`src/rtl/flood_pkg.sv`:
```
// Shared constants, state encoding and clamp/LFSR helpers for the flood game blocks.
// Latency: n/a (package only).
// Backpressure: n/a.
package flood_pkg;

    localparam int MAX_SIZE   = 26;
    localparam int MIN_SIZE   = 2;
    localparam int ADDR_W     = 10;
    localparam int COLOR_W    = 3;
    localparam int MIN_COLORS = 3;
    localparam int MAX_COLORS = 8;

    localparam logic [15:0] LFSR_MASK = 16'hB400;
    localparam logic [15:0] LFSR_SEED = 16'hACE1;

    typedef enum logic [1:0] {
        IDLE  = 2'd0,
        LATCH = 2'd1,
        FILL  = 2'd2,
        DONE  = 2'd3
    } state_t;

    // Board edges the selection stage is allowed to offer.
    localparam logic [4:0] LEGAL_SIZES [7] = '{5'd2, 5'd6, 5'd10, 5'd14, 5'd18, 5'd22, 5'd26};

    function automatic logic [4:0] clamp_size(input logic [4:0] s);
        if (s < 5'(MIN_SIZE)) return 5'(MIN_SIZE);
        if (s > 5'(MAX_SIZE)) return 5'(MAX_SIZE);
        return s;
    endfunction

    function automatic logic [3:0] clamp_colors(input logic [3:0] c);
        if (c < 4'(MIN_COLORS)) return 4'(MIN_COLORS);
        if (c > 4'(MAX_COLORS)) return 4'(MAX_COLORS);
        return c;
    endfunction

    // Galois step, shift right; a non-zero state never maps to zero.
    function automatic logic [15:0] lfsr_next(input logic [15:0] s);
        return s[0] ? ((s >> 1) ^ LFSR_MASK) : (s >> 1);
    endfunction

endpackage

```
`src/rtl/board_init_if.sv`:
```
// Request/response and board-RAM write bundle between selection stage, board_init and RAM.
// Latency: n/a (wiring only).
// Backpressure: none; the RAM must accept one write per cycle.
interface board_init_if;
    import flood_pkg::*;

    logic                 INITIALIZE_BOARD;
    logic [4:0]           SIZE;
    logic [3:0]           COLOR_NUM;
    logic [15:0]          SEED_IN;
    logic                 BOARD_READY;
    logic                 BUSY;
    logic                 WR_EN;
    logic [ADDR_W-1:0]    WR_ADDR;
    logic [COLOR_W-1:0]   WR_DATA;
    logic [COLOR_W-1:0]   FIRST_COLOR;

    modport master (
        output INITIALIZE_BOARD, SIZE, COLOR_NUM, SEED_IN,
        input  BOARD_READY, BUSY, WR_EN, WR_ADDR, WR_DATA, FIRST_COLOR
    );

    modport slave (
        input  INITIALIZE_BOARD, SIZE, COLOR_NUM, SEED_IN,
        output BOARD_READY, BUSY, WR_EN, WR_ADDR, WR_DATA, FIRST_COLOR
    );

endinterface

```
`src/rtl/lfsr16.sv`:
```
// 16-bit Galois LFSR with synchronous load and step enable.
// Latency: new state visible one cycle after load/step.
// Backpressure: none; holds state when step is low.
module lfsr16
    import flood_pkg::*;
#(
    parameter logic [15:0] RESET_VAL = LFSR_SEED
) (
    input  logic        clk,
    input  logic        rst_n,
    input  logic        load,
    input  logic [15:0] load_val,
    input  logic        step,
    output logic [15:0] state
);

    logic [15:0] state_q;
    logic [15:0] state_d;

    // Load has priority over stepping.
    always_comb begin
        state_d = state_q;
        if (load)      state_d = load_val;
        else if (step) state_d = lfsr_next(state_q);
    end

    // State register.
    always_ff @(posedge clk or negedge rst_n) begin
        if (!rst_n) state_q <= RESET_VAL;
        else        state_q <= state_d;
    end

    assign state = state_q;

endmodule

```
`src/rtl/board_init.sv`:
```
// Fills the board RAM with LFSR-derived colours, one cell per cycle, then raises BOARD_READY.
// Latency: first write 2 cycles after the request is sampled; SIZE_c^2 writes; ready 1 cycle after.
// Backpressure: none; dropping INITIALIZE_BOARD aborts at the next edge.
module board_init
    import flood_pkg::*;
(
    input  logic        MASTER_CLOCK,
    input  logic        RESET_N,
    board_init_if.slave bd
);

    state_t               state_q, state_d;
    logic [4:0]           row_q, row_d, col_q, col_d, size_q, size_d;
    logic [3:0]           colors_q, colors_d;
    logic                 wr_en_q, wr_en_d, ready_q, ready_d;
    logic [ADDR_W-1:0]    wr_addr_q, wr_addr_d;
    logic [COLOR_W-1:0]   wr_data_q, wr_data_d, first_color_q, first_color_d;

    logic                 init;
    logic                 lfsr_load, lfsr_step;
    logic [15:0]          lfsr_state, lfsr_seed_val;
    logic [11:0]          prod;
    logic [COLOR_W-1:0]   cell_color;
    logic                 last_col, last_cell;
    logic                 lfsr_hi_unused;

    assign init          = bd.INITIALIZE_BOARD;
    assign lfsr_seed_val = (bd.SEED_IN == 16'h0) ? LFSR_SEED : bd.SEED_IN;
    // Scaling the low byte by the colour count keeps the result in 0..colors-1.
    assign prod          = 12'(lfsr_state[7:0]) * 12'(colors_q);
    assign cell_color    = prod[8 +: COLOR_W];
    assign lfsr_hi_unused = ^{lfsr_state[15:8], prod[11]};
    assign last_col      = (col_q == size_q - 5'd1);
    assign last_cell     = last_col && (row_q == size_q - 5'd1);

    lfsr16 u_lfsr (
        .clk      (MASTER_CLOCK),
        .rst_n    (RESET_N),
        .load     (lfsr_load),
        .load_val (lfsr_seed_val),
        .step     (lfsr_step),
        .state    (lfsr_state)
    );

    // State register.
    always_ff @(posedge MASTER_CLOCK or negedge RESET_N) begin
        if (!RESET_N) state_q <= IDLE;
        else          state_q <= state_d;
    end

    // Next-state: any loss of the request returns to IDLE.
    always_comb begin
        state_d = state_q;
        case (state_q)
            IDLE:  if (init) state_d = LATCH;
            LATCH: state_d = init ? FILL : IDLE;
            FILL:  if (!init)        state_d = IDLE;
                   else if (last_cell) state_d = DONE;
            DONE:  if (!init) state_d = IDLE;
            default: state_d = IDLE;
        endcase
    end

    // Datapath and registered-output next values per state.
    always_comb begin
        row_d         = row_q;
        col_d         = col_q;
        size_d        = size_q;
        colors_d      = colors_q;
        wr_en_d       = 1'b0;
        wr_addr_d     = wr_addr_q;
        wr_data_d     = wr_data_q;
        first_color_d = first_color_q;
        ready_d       = 1'b0;
        lfsr_load     = 1'b0;
        lfsr_step     = 1'b0;
        case (state_q)
            LATCH: begin
                size_d    = clamp_size(bd.SIZE);
                colors_d  = clamp_colors(bd.COLOR_NUM);
                row_d     = 5'd0;
                col_d     = 5'd0;
                lfsr_load = 1'b1;
            end
            FILL: begin
                if (init) begin
                    wr_en_d   = 1'b1;
                    wr_addr_d = {row_q, col_q};
                    wr_data_d = cell_color;
                    if (row_q == 5'd0 && col_q == 5'd0) first_color_d = cell_color;
                    lfsr_step = 1'b1;
                    if (last_col) begin
                        col_d = 5'd0;
                        row_d = row_q + 5'd1;
                    end else begin
                        col_d = col_q + 5'd1;
                    end
                end
            end
            DONE:    ready_d = init;
            default: ;
        endcase
    end

    // Datapath and output registers.
    always_ff @(posedge MASTER_CLOCK or negedge RESET_N) begin
        if (!RESET_N) begin
            row_q         <= 5'd0;
            col_q         <= 5'd0;
            size_q        <= 5'(MIN_SIZE);
            colors_q      <= 4'(MIN_COLORS);
            wr_en_q       <= 1'b0;
            wr_addr_q     <= '0;
            wr_data_q     <= '0;
            first_color_q <= '0;
            ready_q       <= 1'b0;
        end else begin
            row_q         <= row_d;
            col_q         <= col_d;
            size_q        <= size_d;
            colors_q      <= colors_d;
            wr_en_q       <= wr_en_d;
            wr_addr_q     <= wr_addr_d;
            wr_data_q     <= wr_data_d;
            first_color_q <= first_color_d;
            ready_q       <= ready_d;
        end
    end

    assign bd.WR_EN       = wr_en_q;
    assign bd.WR_ADDR     = wr_addr_q;
    assign bd.WR_DATA     = wr_data_q;
    assign bd.FIRST_COLOR = first_color_q;
    assign bd.BOARD_READY = ready_q;
    assign bd.BUSY        = (state_q == LATCH) || (state_q == FILL);

endmodule

```
`src/flat_wrapper.sv`:
```
// flat-port wrapper written by rule: the top's interface ports become plain ports
module board_init_flat import flood_pkg::*;
  (MASTER_CLOCK, RESET_N, bd_INITIALIZE_BOARD, bd_SIZE, bd_COLOR_NUM, bd_SEED_IN, bd_BOARD_READY, bd_BUSY, bd_WR_EN, bd_WR_ADDR, bd_WR_DATA, bd_FIRST_COLOR);
  board_init_if bd_i ();
  input  logic MASTER_CLOCK;
  input  logic RESET_N;
  input wire logic [$bits(bd_i.INITIALIZE_BOARD)-1:0] bd_INITIALIZE_BOARD;
  input wire logic [$bits(bd_i.SIZE)-1:0] bd_SIZE;
  input wire logic [$bits(bd_i.COLOR_NUM)-1:0] bd_COLOR_NUM;
  input wire logic [$bits(bd_i.SEED_IN)-1:0] bd_SEED_IN;
  output wire logic [$bits(bd_i.BOARD_READY)-1:0] bd_BOARD_READY;
  output wire logic [$bits(bd_i.BUSY)-1:0] bd_BUSY;
  output wire logic [$bits(bd_i.WR_EN)-1:0] bd_WR_EN;
  output wire logic [$bits(bd_i.WR_ADDR)-1:0] bd_WR_ADDR;
  output wire logic [$bits(bd_i.WR_DATA)-1:0] bd_WR_DATA;
  output wire logic [$bits(bd_i.FIRST_COLOR)-1:0] bd_FIRST_COLOR;
  assign bd_i.INITIALIZE_BOARD = bd_INITIALIZE_BOARD;
  assign bd_i.SIZE = bd_SIZE;
  assign bd_i.COLOR_NUM = bd_COLOR_NUM;
  assign bd_i.SEED_IN = bd_SEED_IN;
  assign bd_BOARD_READY = bd_i.BOARD_READY;
  assign bd_BUSY = bd_i.BUSY;
  assign bd_WR_EN = bd_i.WR_EN;
  assign bd_WR_ADDR = bd_i.WR_ADDR;
  assign bd_WR_DATA = bd_i.WR_DATA;
  assign bd_FIRST_COLOR = bd_i.FIRST_COLOR;
  board_init u_core (.MASTER_CLOCK(MASTER_CLOCK), .RESET_N(RESET_N), .bd(bd_i));
endmodule
```
`config.mk`:
```
export PLATFORM = sky130hd
export DESIGN_NAME = board_init_flat
export DESIGN_NICKNAME = d
export VERILOG_FILES = /design/src/rtl/flood_pkg.sv /design/src/rtl/board_init_if.sv /design/src/rtl/lfsr16.sv /design/src/rtl/board_init.sv /design/src/flat_wrapper.sv
export SDC_FILE = /design/constraint.sdc
export NUM_CORES = 1
export LEC_CHECK = 0
export ABC_AREA = 1
export CORE_MARGIN = 2
export CORE_UTILIZATION = 60
export DETAILED_ROUTE_END_ITERATION = 7
export PLACE_DENSITY = 0.83
export SETUP_SLACK_MARGIN = 0.5
export SLEW_MARGIN = 0
export SYNTH_ARGS = -nofsm -noshare
export SYNTH_HDL_FRONTEND = slang
export SYNTH_SLANG_ARGS = --single-unit
```
`constraint.sdc`:
```
create_clock -name MASTER_CLOCK -period 5.2 [get_ports MASTER_CLOCK]
set_input_delay 1.04 -clock MASTER_CLOCK [delete_from_list [all_inputs] [get_ports MASTER_CLOCK]]
set_output_delay 1.04 -clock MASTER_CLOCK [all_outputs]
set_load 0.005 [all_outputs]
```
* Word-level counts from Yosys, hierarchy flattened
Index checks and enable logic that the tools add are counted.
** Operators by class
- Add/subtract/negate cells :: 3
- Muxes and demuxes :: 38
- Reductions and logical operators :: 14
- Div/mod/pow operators :: 0
- Bitwise operators :: 1
- Shift operators :: 0
- Order comparisons :: 4
- Eq/ne operators :: 10
- Multipliers :: 1
** Operators with widths (number)
- two-way mux 16 bit :: 4
- two-way mux 5 bit :: 8
- case mux 5 bit (2 select lines) :: 2
- zero test 16 bit :: 1
- two-way mux 4 bit :: 4
- two-way mux 1 bit :: 14
- multiplier 8 x 4 -> 11 bit :: 1
- adder 5 x 1 -> 5 bit (second input constant) :: 2
- equality test 5 bit :: 2
- zero test 5 bit :: 2
- two-way mux 2 bit :: 5
- AND reduction 3 bit :: 3
- case mux 2 bit (4 select lines) :: 1
- inequality test 2 bit (second input constant) :: 3
- greater-than comparator 5 bit (second input constant) :: 1
- < comparator 5 x 2 -> 1 bit (second input constant) :: 1
- subtractor 5 x 1 -> 5 bit (second input constant) :: 1
- equality test 2 bit (second input constant) :: 2
- greater-than comparator 4 bit (second input constant) :: 1
- < comparator 4 x 2 -> 1 bit (second input constant) :: 1
- NOT 3 -> 4 bit :: 1
- AND reduction 2 bit :: 2
- nonzero test 2 bit :: 2
- inequality test 3 x 2 -> 1 bit (second input constant) :: 1
- other kinds (5) :: 6
** Word-level totals
- Latch bits :: 0
- Logic and storage cells :: 82
- Register bits after elaboration :: 55
- Memory bits (read-only) :: 0
- Bits of input ports :: 28
- Memories :: 0
- Bits in writable memories :: 0

* Logic depth before layout (Yosys ltp)
Gate-level depths: netlist of run 1.
- Word-level depth :: 7
- Mapped depth :: 16
- Depth with buffers taken out :: 15

* Hierarchy
A second synthesis of run 1 with hierarchy kept.
** Second synthesis, totals
- Cell total of the unflattened synthesis :: 495
- Area, all modules :: 3739.8 µm²
** Modules (own cells, without submodules)
- board_init :: times used 1, area each 2955.3 µm², cells each 395
- lfsr16 :: times used 1, area each 784.5 µm², cells each 100

* Worst setup path before layout of run 1
No wires, ideal clock.
- Path kind :: register to register
- Start :: register u_core.u_lfsr.state_q[0] (netlist: u_core.u_lfsr.state[0])
- End :: register u_core.first_color_q[0] (netlist: u_core.bd.FIRST_COLOR[0])
- Required time :: 5082 ps
- Slack :: 2312 ps
- Arrival :: 2771 ps
- Period minus slack after synthesis :: 2888 ps
- Stages on the path, launching flop included :: 15
- Path through :: dfstp_2 -> clkbuf_1 -> nand2_1 -> fa_1 -> inv_1 -> fa_1 -> ha_1 -> nand4_1 -> nor2_1 -> o21bai_1 -> nand2_1 -> nand2_1 -> nand3_1 -> nand3_1 -> nand2_1
** Between the ends
- Longest elaborated chain between the ends :: 1
** Ends and longest elaborated chain
- from (decl) :: line lfsr16.sv:17 : logic [15:0] state_q;
- from (signal assigned) :: line lfsr16.sv:30 : else state_q <= state_d;
- multiplier 8 x 4 -> 11 bit :: line board_init.sv:30 : assign prod = 12'(lfsr_state[7:0]) * 12'(colors_q);
- to (signal assigned) :: line board_init.sv:125 : first_color_q <= first_color_d;
- to (decl) :: line board_init.sv:17 : logic [COLOR_W-1:0] wr_data_q, wr_data_d, first_color_q, first_color_d;
Every way passes these cells.
A chain may end at the register's enable or synchronous reset.

* Worst setup path in the final report of run 1
- Start :: register u_core.colors_q[3]
- End :: register u_core.wr_data_q[2] (netlist: u_core.bd.WR_DATA[2])
** Between the ends
- Longest elaborated chain between the ends :: 1
** Ends and longest elaborated chain
- from (decl) :: line board_init.sv:14 : logic [3:0] colors_q, colors_d;
- from (signal assigned) :: line board_init.sv:111 : colors_q <= 4'(MIN_COLORS);
- from (signal assigned) :: line board_init.sv:121 : colors_q <= colors_d;
- multiplier 8 x 4 -> 11 bit :: line board_init.sv:30
- to (signal assigned) :: line board_init.sv:124 : wr_data_q <= wr_data_d;
- to (decl) :: line board_init.sv:17
Every way passes these cells.

==> metrics.yaml, run 1 <==
timing:
  fin_crit_sh_pct: 58.2
  hold_viol_final: 0
  rsz0062_at_grt: "no"
  timing.fmax_ghz: 0.330
  setup_violations: 0
  finalClockSkew_ns: 0.00958
  relSlewSlack_pct: 47.5
  tightest_slew_ns: 0.785
  drv_slew: 0
  setup_ws_ns: 2.17
  final.setup.tns_ns: 0
  finalCriticalPeriod_ns: 3.03
critical_path:
  cp.arrival_ns: 3.25
  crit_chain: "nand2_1 -> inv_1 -> fa_1 -> inv_1 -> fa_1 -> inv_1 -> ha_1 -> a21oi_1 -> o21bai_1 -> a21oi_1 -> nand3_1 -> nand3_1 -> nand2_1"
  cp_max_fo: 9
  cp-endpoint: "u_core.bd.WR_DATA[2]$_DFFE_PN0P_"
  r2r_end: "u_core.bd.WR_DATA[2]$_DFFE_PN0P_"
  crit_start: "u_core.colors_q[3]$_DFFE_PN0P_"
  timing.rr.start: "u_core.colors_q[3]$_DFFE_PN0P_"
  setup.worst_path.class: "reg -> reg"
  start_kind: "flip-flop"
  crit_buf_inv: 3
  worst-endpoint-required_ns: 5.42
  cp_num_cells: 13
  crit_path_end_kind: "flip-flop"
  cp_slowest_cell: "fa_1"
  critical_path.top_delay_family: "adder cells"
  timing.reg2reg.worst_path_depth: 13
  cpPeakStageDelay_ns: 0.53
  crit_top_cell: "inv_1"
  reg2reg_slack_ns: 2.17
global_routing:
  grt_pass1_vias: 3038
  grt_util_met1_pct: 35.4
  grt_usage_pct: 26.0
  grt.met2_usage_pct: 43.3
  use_met3_pct: 4.29
  grt_pass1_wl_um: 13500
  overflow: 0
  antenna_found_initial: 0
  grt_max_degree: 56
  busiest_layer: "met2"
floorplan:
  die_area_um2: 6690
  start_util_pct: 61.7
  coreArea_um2: 5890
  fp.dieW_um: 81.8
  ios: 47
  rows: 28
  die_h_um: 81.8
final_layout:
  stdcell_count: 592
  drive_gt1_share_pct: 7.74
  final_cell_area_um2: 4240
  nNetsFinal: 577
  finalCoreUtilization_pct: 72.0
  layout_commonest_cell: "nand2_1"
  final_cell_mix: "127 x nand2_1, 74 x inv_1, 45 x clkdlybuf4s50_1"
  diodes: 0
  flow.area_growth_from_synthesis_pct: 16.7
placement:
  routabilityCongestion: 0.893
  dpl_worst_slack_ns: 1.95
  postPlaceCellArea_um2: 4140
  dp_cells: 584
  numPortBuffers: 46
  dp_hpwl_um: 5940
detailed_routing:
  dr.first_iter.drc_count: 147
  vias: 3199
  wl_per_cell_um: 13.4
  avgViaCountPerCell: 5.40
  drc: 0
  drt-total-wl_um: 7950
  first_pass_iters: 5
  final_antenna_net_count: 0
worst_hold_path:
  hold_class: "reg -> reg"
logic_synthesis:
  ys_ff_latch: 55
  dominantRegCellSynth: "dfrtp_1"
  synthesis.nets: 535
  yosysTopAreaCell: "dfrtp_1"
  synthTopCellsByArea: "dfrtp_1 30%, nand2_1 13%, dfstp_2 8.0%, inv_1 7.6%, ha_1 7.6%"
  synth_area_um2: 3630
  synth_seq_area_share_pct: 38.3
  syn-instance-count: 474
  synth_edf_count: 0
  avgSynthCellArea_um2: 7.66
  synth_top_area_share_pct: 30.3
  synth_cell_type_count: 33
  yosys_warnings: 0
  ys_async_sr_fraction_pct: 100
run_status:
  status: "finished, final reports clean"
clocking:
  clk-insertion-delay-late_ns: 0.32
  post_cts_resized: 0
  cts.htree.levels: 2
  numCtsBuffers: 5
  cts_sinks: 55
  path_clk_slew_ns: 0.11
  hold_buffers: 0
  clockBufferDepth: 2
  cts-root-buf: "clkbuf_8"
  postCtsSetupBuffers: 0
  tritoncts: "yes"
flow_run:
  drv_cap: 0
pwr:
  ir_worst_vdd_v: 0.000360
  leakage_nw: 2.19
  p_per_area_nw_per_um2: 559
kinds of logic after synthesis:
logic type / Yosys count / share of synthesized area, %
adders and majority gates: 33 / 13.6
AOI/OAI and AO/OA: 57 / 9.34
and+or+nand+nor: 230 / 27.2
DFF: 55 / 38.3
xor gates and xnor gates: 9 / 2.17
buffers and inverters: 90 / 9.34
worst reg2reg max path, cell delays in order (launching register included):
cell and delay, ns:
dfrtp_1 0.50, nand2_1 0.10, inv_1 0.05, fa_1 0.53, inv_1 0.05, fa_1 0.52
inv_1 0.04, ha_1 0.29, a21oi_1 0.26, o21bai_1 0.11, a21oi_1 0.17, nand3_1 0.14
nand3_1 0.11, nand2_1 0.06
metal layers:
layer  share of wire, %  vias up
met4                1.8        0
met5                  0        -
met2                 47       89
met1                 47     1502
li1                   -     1589
met3                4.7       19
worst min-delay path by stage:
stage                                               from                                    to  slack (ns)  depth (start not counted)
floorplan                   u_core.size_q[1]$_DFFE_PN1P_          u_core.size_q[1]$_DFFE_PN1P_        0.47                          2
global placement    u_core.bd.FIRST_COLOR[2]$_DFFE_PN0P_  u_core.bd.FIRST_COLOR[2]$_DFFE_PN0P_        0.46                          2
detailed placement  u_core.bd.FIRST_COLOR[1]$_DFFE_PN0P_  u_core.bd.FIRST_COLOR[1]$_DFFE_PN0P_        0.46                          2
CTS                 u_core.bd.FIRST_COLOR[1]$_DFFE_PN0P_  u_core.bd.FIRST_COLOR[1]$_DFFE_PN0P_        0.49                          2
global route        u_core.bd.FIRST_COLOR[1]$_DFFE_PN0P_  u_core.bd.FIRST_COLOR[1]$_DFFE_PN0P_        0.51                          2
finish              u_core.bd.FIRST_COLOR[1]$_DFFE_PN0P_  u_core.bd.FIRST_COLOR[1]$_DFFE_PN0P_        0.49                          2
flip-flops by register name (all words and copies together) (netlist names):
name	cells
u_core.bd.BOARD_READY	1
u_core.bd.FIRST_COLOR	3
u_core.bd.WR_ADDR	10
u_core.bd.WR_DATA	3
u_core.bd.WR_EN	1
u_core.col_q	5
u_core.colors_q	4
u_core.row_q	5
u_core.size_q	5
u_core.state_q	2
u_core.u_lfsr.state	16
cells in the mapped netlist (8+ instances only):
| library cell | instances |
|---|---|
| nor2_1 | 36 |
| a21oi_1 | 9 |
| inv_1 | 74 |
| o22ai_1 | 9 |
| xor2_1 | 8 |
| o21ai_0 | 24 |
| clkbuf_1 | 11 |
| nand3_1 | 44 |
| ha_1 | 22 |
| nand2_1 | 127 |
| dfrtp_1 | 44 |
| dfstp_2 | 11 |
| fa_1 | 11 |
where the power goes:
part	switching (W)	internal, W
combinational	0.000805	0.000531
clock	0.000158	0.0000993
sequential	0.000170	0.000605
total	0.00113	0.00124
cell type report:
cell class / instances / area, µm²
inverters: 78 / 293
repair buffers: 47 / 463
flip-flops and latches: 55 / 1390
well taps: 75 / 93.8
fillers: 469 / 1650
clock inverters: 3 / 27.5
multi-input cells: 329 / 1900
clock buffers: 5 / 68.8
through the flow:
step	hold WS (ns)	power, W
after detailed placement	0.464	0.00210
after CTS	0.492	0.00236
after floorplan	0.466	0.00173
after global routing	0.514	0.00263
final	0.486	0.00237
after global placement	0.462	0.00203
Note: power is estimated with default switching activity, not from simulation.
==> run 2: changes to the inputs <==
- CORE_UTILIZATION: 60 -> 56
- PLACE_DENSITY: 0.83 -> 0.78
- clock period: 5.2 -> 2.9 ns (I/O delays scaled with it)
==> metrics.yaml, run 2 (synthesized netlist as in run 1, its figures left out) <==
critical_path:
  cpPeakStageDelay_ns: 0.62  # was 0.53 ns
  r2r_end: "u_core.bd.WR_DATA[2]$_DFFE_PN0P_"  # unchanged
  cp_slowest_cell: "dfstp_2"  # was fa_1
  cp-endpoint: "u_core.bd.WR_DATA[2]$_DFFE_PN0P_"  # unchanged
  worst-endpoint-required_ns: 3.12  # was 5.42 ns
  crit_top_cell: "nand2_1"  # was inv_1
  crit_start: "u_core.colors_q[1]$_DFFE_PN1P_"  # was u_core.colors_q[3]$_DFFE_PN0P_
  start_kind: "flip-flop"  # unchanged
  timing.reg2reg.worst_path_depth: 13  # unchanged
  cp.arrival_ns: 3.05  # was 3.25 ns
  timing.rr.start: "u_core.colors_q[1]$_DFFE_PN1P_"  # was u_core.colors_q[3]$_DFFE_PN0P_
  crit_path_end_kind: "flip-flop"  # unchanged
  reg2reg_slack_ns: 0.07  # was 2.17 ns
  cp_max_fo: 6  # was 9
  setup.worst_path.class: "reg -> reg"  # unchanged
  crit_chain: "nand2_4 -> fa_1 -> inv_1 -> fa_1 -> ha_1 -> nand4_1 -> nor2_1 -> o21bai_1 -> nand2_1 -> nand2_1 -> nand3_1 -> nand3_1 -> nand2_1"  # was nand2_1 -> inv_1 -> fa_1 -> inv_1 -> fa_1 -> inv_1 -> ha_1 -> a21oi_1 -> o21bai_1 -> a21oi_1 -> nand3_1 -> nand3_1 -> nand2_1
floorplan:
  rows: 29  # was 28
  die_area_um2: 7140  # was 6690 µm²
  die_h_um: 84.5  # was 81.8 µm
  coreArea_um2: 6310  # was 5890 µm²
  start_util_pct: 57.5  # was 61.7%
  ios: 47  # unchanged
  fp.dieW_um: 84.5  # was 81.8 µm
timing:
  rsz0062_at_grt: "yes"  # was no
  drv_slew: 0  # unchanged
  hold_viol_final: 0  # unchanged
  setup_violations: 0  # unchanged
  finalClockSkew_ns: 0.0200  # was 0.00958 ns
  setup_ws_ns: 0.0720  # was 2.17 ns
  fin_crit_sh_pct: 97.5  # was 58.2%
  timing.fmax_ghz: 0.354  # was 0.330 GHz
  relSlewSlack_pct: 53.6  # was 47.5%
  final.setup.tns_ns: 0  # unchanged
  finalCriticalPeriod_ns: 2.83  # was 3.03 ns
  tightest_slew_ns: 0.690  # was 0.785 ns
flow_run:
  drv_cap: 0  # unchanged
final_layout:
  layout_commonest_cell: "nand2_1"  # unchanged
  diodes: 0  # unchanged
  n_fill_cell: 528  # was 469
  flow.area_growth_from_synthesis_pct: 21.5  # was 16.7%
  largest_reg_flops: 16  # unchanged
  drive_gt1_share_pct: 13.5  # was 7.74%
  finalCoreUtilization_pct: 69.9  # was 72.0%
  nNetsFinal: 587  # was 577
  final_cell_area_um2: 4410  # was 4240 µm²
  final_cell_mix: "119 x nand2_1, 72 x inv_1, 45 x clkdlybuf4s50_1"  # was 127 x nand2_1, 74 x inv_1, 45 x clkdlybuf4s50_1
  stdcell_count: 604  # was 592
placement:
  dp_hpwl_um: 6130  # was 5940 µm
  routabilityCongestion: 0.967  # was 0.893
  dp_cells: 591  # was 584
  dpl_worst_slack_ns: 0.0514  # was 1.95 ns
  postPlaceCellArea_um2: 4230  # was 4140 µm²
  numPortBuffers: 46  # unchanged
pwr:
  ir_worst_vdd_v: 0.000760  # was 0.000360 V
  p_per_area_nw_per_um2: 1030  # was 559 nW/µm²
  leakage_nw: 2.26  # was 2.19 nW
global_routing:
  grt_usage_pct: 24.6  # was 26.0%
  antenna_found_initial: 0  # unchanged
  grt_max_degree: 31  # was 56
  grt_pass1_vias: 3254  # was 3038
  grt_pass1_wl_um: 14400  # was 13500 µm
  overflow: 0  # unchanged
run_status:
  status: "finished, final reports clean"  # unchanged
clocking:
  cts-root-buf: "clkbuf_8"  # unchanged
  cts.htree.levels: 2  # unchanged
  path_clk_slew_ns: 0.12  # was 0.11 ns
  clockBufferDepth: 2  # unchanged
  tritoncts: "yes"  # unchanged
  numCtsBuffers: 5  # unchanged
  cts_sinks: 55  # unchanged
  clk-insertion-delay-late_ns: 0.33  # was 0.32 ns
detailed_routing:
  dr.first_iter.drc_count: 258  # was 147
  drc: 0  # unchanged
  avgViaCountPerCell: 5.30  # was 5.40
  vias: 3202  # was 3199
  first_pass_iters: 5  # unchanged
  drt-total-wl_um: 8060  # was 7950 µm
  final_antenna_net_count: 0  # unchanged
  wl_per_cell_um: 13.3  # was 13.4 µm
worst_hold_path:
  hold_class: "in -> async"  # was reg -> reg
-- run 2: changes by cell type in the layout (fill, tap and decap cells not counted), sizes merged --
| cell | delta |
|---|---|
| buf | +10 |
| clkinv | +1 |
| inv | -1 |
-- run 2: worst min-delay path by stage --
stage	endpoint	slack, ns	cells past startpoint
after global routing	u_core.bd.WR_DATA[0]$_DFFE_PN0P_	0.30	1
final	u_core.col_q[4]$_DFFE_PN0P_	0.25	1
after detailed placement	u_core.bd.FIRST_COLOR[1]$_DFFE_PN0P_	0.47	2
after global placement	u_core.bd.WR_ADDR[8]$_DFFE_PN0P_	0.47	2
after CTS	u_core.col_q[4]$_DFFE_PN0P_	0.28	1
after floorplan	u_core.bd.BOARD_READY$_DFF_PN0_	0.28	0
-- run 2: area by class of cell --
cell class | count | area (µm²) | area share [%]
Multi-Input combinational cell | 329 | 1980 | 44.9
Sequential cell | 55 | 1400 | 31.6
Timing Repair Buffer | 57 | 554 | 12.6
Inverter | 78 | 293 | 6.64
Tap cell | 77 | 96.3 | 2.18
Clock buffer | 5 | 68.8 | 1.56
Clock inverter | 3 | 25.0 | 0.567
-- run 2: worst max-delay path: cells and delay by family, from the launching register on --
| family | cells | cell delay [ns] |
|---|---|---|
| AOI/OAI and AO/OA | 1 | 0.13 |
| adders and majority gates | 3 | 1.27 |
| buffers and inverters | 1 | 0.05 |
| DFF | 1 | 0.62 |
| and+or+nand+nor | 8 | 0.66 |
-- run 2: what timing repair did --
action | in CTS | in global routing
setup buffers | 5 | 0
hold buffers | 0 | 0
endpoints found under the hold margin | 0 | 0
pin swaps | 3 | 5
setup endpoints to repair | 6 | 6
gates resized for setup | 4 | 13
-- run 2: through the flow --
step | total power [W] | hold WS [ns]
after CTS | 0.00439 | 0.283
after detailed placement | 0.00387 | 0.469
after global routing | 0.00503 | 0.299
after global placement | 0.00379 | 0.467
final | 0.00454 | 0.248
after floorplan | 0.00322 | 0.284
-- run 2: power by group --
group / internal [W] / leakage [nW] / switching, W
Combinational: 0.00113 / 1.53 / 0.00161
Clock: 0.000174 / 0.0443 / 0.000282
Sequential: 0.00109 / 0.682 / 0.000269
-- run 2: layer usage --
metal | GRT usage (%) | wire length [µm] | vias up
met5 | 0 | 0 | -
met4 | 7.07 | 93 | 0
met3 | 3.64 | 349 | 7
met2 | 40.2 | 3780 | 81
met1 | 34.4 | 3830 | 1509
li1 | - | - | 1605
==> run 3: changes to the inputs <==
- REMOVE_ABC_BUFFERS: not set -> 1
==> metrics.yaml, run 3 (synthesized netlist as in run 1, its figures left out) <==
final_layout:
  layout_commonest_cell: "nand2_1"  # unchanged
  diodes: 0  # unchanged
  flow.area_growth_from_synthesis_pct: 24.1  # was 21.5%
  final_cell_mix: "113 x nand2_1, 66 x inv_1, 45 x clkdlybuf4s50_1"  # was 119 x nand2_1, 72 x inv_1, 45 x clkdlybuf4s50_1
  n_fill_cell: 517  # was 528
  finalCoreUtilization_pct: 71.3  # was 69.9%
  multi_input_area_um2: 2010  # was 1980 µm²
  largest_reg_flops: 16  # unchanged
  nNetsFinal: 593  # was 587
  drive_gt1_share_pct: 17.4  # was 13.5%
  stdcell_count: 610  # was 604
  regArea_um2: 1390  # was 1400 µm²
timing:
  tightest_slew_ns: 0.690  # about the same
  final.setup.tns_ns: 0  # unchanged
  whs_ns: 0.275  # was 0.248 ns
  finalCriticalPeriod_ns: 2.86  # was 2.83 ns
  rsz0062_at_grt: "yes"  # unchanged
  timing.fmax_ghz: 0.350  # was 0.354 GHz
  setup_ws_ns: 0.0408  # was 0.0720 ns
  setup_violations: 0  # unchanged
  finalClockSkew_ns: 0.0136  # was 0.0200 ns
  hold_viol_final: 0  # unchanged
  drv_slew: 0  # unchanged
  relSlewSlack_pct: 53.6  # about the same
  fin_crit_sh_pct: 98.6  # was 97.5%
global_routing:
  antenna_found_initial: 0  # unchanged
  grt_usage_pct: 25.0  # was 24.6%
  busiest_layer: "met2"  # unchanged
  grt_pass1_wl_um: 14600  # was 14400 µm
  grt_max_degree: 29  # was 31
  overflow: 0  # unchanged
  use_met3_pct: 3.93  # was 3.64%
  grt_pass1_vias: 3213  # was 3254
  grt_util_met1_pct: 34.5  # was 34.4%
  grt.met2_usage_pct: 40.7  # was 40.2%
pwr:
  intPower_w: 0.00253  # was 0.00239 W
  pwr-share-comb_pct: 63.1  # was 60.1%
  p_per_area_nw_per_um2: 1090  # was 1030 nW/µm²
  p_sw_w: 0.00236  # was 0.00216 W
  seq_power_share_pct: 27.7  # was 29.9%
  swShare_pct: 48.4  # was 47.4%
  ir_worst_vdd_v: 0.000734  # was 0.000760 V
  clkPwrFrac_pct: 9.2  # was 10.0%
  leakage_nw: 2.28  # was 2.26 nW
placement:
  dp_hpwl_um: 6120  # was 6130 µm
  dp_cells: 592  # was 591
  numPortBuffers: 46  # unchanged
  routabilityCongestion: 0.943  # was 0.967
  dpl_worst_slack_ns: 0.0476  # was 0.0514 ns
clocking:
  clockBufferDepth: 2  # unchanged
  cts_sinks: 55  # unchanged
  tritoncts: "yes"  # unchanged
  numCtsBuffers: 5  # unchanged
  clk-insertion-delay-late_ns: 0.32  # was 0.33 ns
  path_clk_slew_ns: 0.11  # was 0.12 ns
  cts-root-buf: "clkbuf_8"  # unchanged
  hold_buffers: 0  # unchanged
  cts.htree.levels: 2  # unchanged
detailed_routing:
  final_antenna_net_count: 0  # unchanged
  dr.first_iter.drc_count: 183  # was 258
  first_pass_iters: 5  # unchanged
  avgViaCountPerCell: 5.44  # was 5.30
  vias: 3317  # was 3202
  drt-total-wl_um: 8750  # was 8060 µm
  wl_per_cell_um: 14.3  # was 13.3 µm
  drc: 0  # unchanged
critical_path:
  worst-endpoint-required_ns: 3.12  # about the same
  cp.arrival_ns: 3.08  # was 3.05 ns
  reg2reg_slack_ns: 0.04  # was 0.07 ns
  timing.rr.start: "u_core.colors_q[3]$_DFFE_PN0P_"  # was u_core.colors_q[1]$_DFFE_PN1P_
  crit_start: "u_core.colors_q[3]$_DFFE_PN0P_"  # was u_core.colors_q[1]$_DFFE_PN1P_
  critical_path.top_delay_family: "adder cells"  # unchanged
  crit_buf_inv: 4  # was 1
  cpPeakStageDelay_ns: 0.49  # was 0.62 ns
  cp_max_fo: 4  # was 6
  cp_slowest_cell: "fa_1"  # was dfstp_2
  crit_path_end_kind: "flip-flop"  # unchanged
  timing.reg2reg.worst_path_depth: 15  # was 13
  start_kind: "flip-flop"  # unchanged
  crit_top_cell: "nand2_2"  # was nand2_1
  cp_num_cells: 15  # was 13
  crit_chain: "buf_6 -> nand2_1 -> inv_1 -> fa_1 -> inv_2 -> fa_1 -> inv_1 -> ha_2 -> nand2_2 -> nor3_2 -> nand2_2 -> nand2_2 -> nand2_2 -> nand3_2 -> nand2_1"  # was nand2_4 -> fa_1 -> inv_1 -> fa_1 -> ha_1 -> nand4_1 -> nor2_1 -> o21bai_1 -> nand2_1 -> nand2_1 -> nand3_1 -> nand3_1 -> nand2_1
  setup.worst_path.class: "reg -> reg"  # unchanged
floorplan:
  fp.dieW_um: 84.5  # unchanged
  rows: 29  # unchanged
  ios: 47  # unchanged
  start_util_pct: 57.5  # unchanged
  die_area_um2: 7140  # unchanged
  coreArea_um2: 6310  # unchanged
  die_h_um: 84.5  # unchanged
flow_run:
  drv_cap: 0  # unchanged
worst_hold_path:
  hold_class: "in -> async"  # unchanged
run_status:
  status: "finished, final reports clean"  # unchanged
==> run 3: worst reg2reg max path, stage by stage, from the launching register on <==
cell and delay [ns]:
dfrtp_1 0.45, buf_6 0.14, nand2_1 0.04, inv_1 0.05
fa_1 0.49, inv_2 0.04, fa_1 0.49, inv_1 0.06
ha_2 0.32, nand2_2 0.07, nor3_2 0.22, nand2_2 0.11
nand2_2 0.08, nand2_2 0.08, nand3_2 0.07, nand2_1 0.06
==> run 3: worst paths after layout <==
check                                                  endpoint
max in group asynchronous   u_core.u_lfsr.state[15]$_DFFE_PN1P_
hold reg to reg                u_core.bd.WR_DATA[1]$_DFFE_PN0P_
min in group MASTER_CLOCK      u_core.bd.WR_DATA[1]$_DFFE_PN0P_
setup / recovery           u_core.bd.FIRST_COLOR[2]$_DFFE_PN0P_
hold / removal                 u_core.bd.WR_DATA[1]$_DFFE_PN0P_
setup reg to reg           u_core.bd.FIRST_COLOR[2]$_DFFE_PN0P_
==> run 3: timing repair <==
item / in CTS / in global routing
pin swaps: 24 / 21
buffers inserted: 10 / 0
resized for setup: 19 / 25
endpoints found under the setup margin: 6 / 6
==> run 3: routing by layer <==
metal / wire, µm / share of wire, % / vias up
met2: 4200 / 48 / 117
met1: 3810 / 44 / 1558
li1: - / - / 1617
met3: 504 / 5.8 / 25
met4: 232 / 2.7 / 0
met5: 0 / 0 / -
==> run 3: through the flow <==
| stage | power [W] | area (µm²) |
|---|---|---|
| 3_3_place_gp | 0.00374 | 4200 |
| 4_1_cts | 0.00452 | 4420 |
| 3_5_place_dp | 0.00385 | 4200 |
| 2_1_floorplan | 0.00307 | 3580 |
| 6_report | 0.00489 | 4500 |
| 5_1_grt | 0.00534 | 4500 |
==> run 3: power groups by stage <==
stage | registers [W] | logic, W | clock network [W]
floorplan | 0.00131 | 0.00176 | 0
global placement | 0.00134 | 0.00239 | 0
detailed placement | 0.00136 | 0.00249 | 0
CTS | 0.00134 | 0.00272 | 0.000461
global route | 0.00139 | 0.00346 | 0.000488
finish | 0.00135 | 0.00308 | 0.000452
==> run 3: cell type report <==
| cell class | instances | share of cell area, % |
|---|---|---|
| clock buffers | 5 | 1.53 |
| inverters | 78 | 6.50 |
| well taps | 77 | 2.14 |
| repair buffers | 63 | 13.6 |
| clock inverters | 3 | 0.556 |
| flip-flops and latches | 55 | 30.9 |
| multi-input cells | 329 | 44.7 |
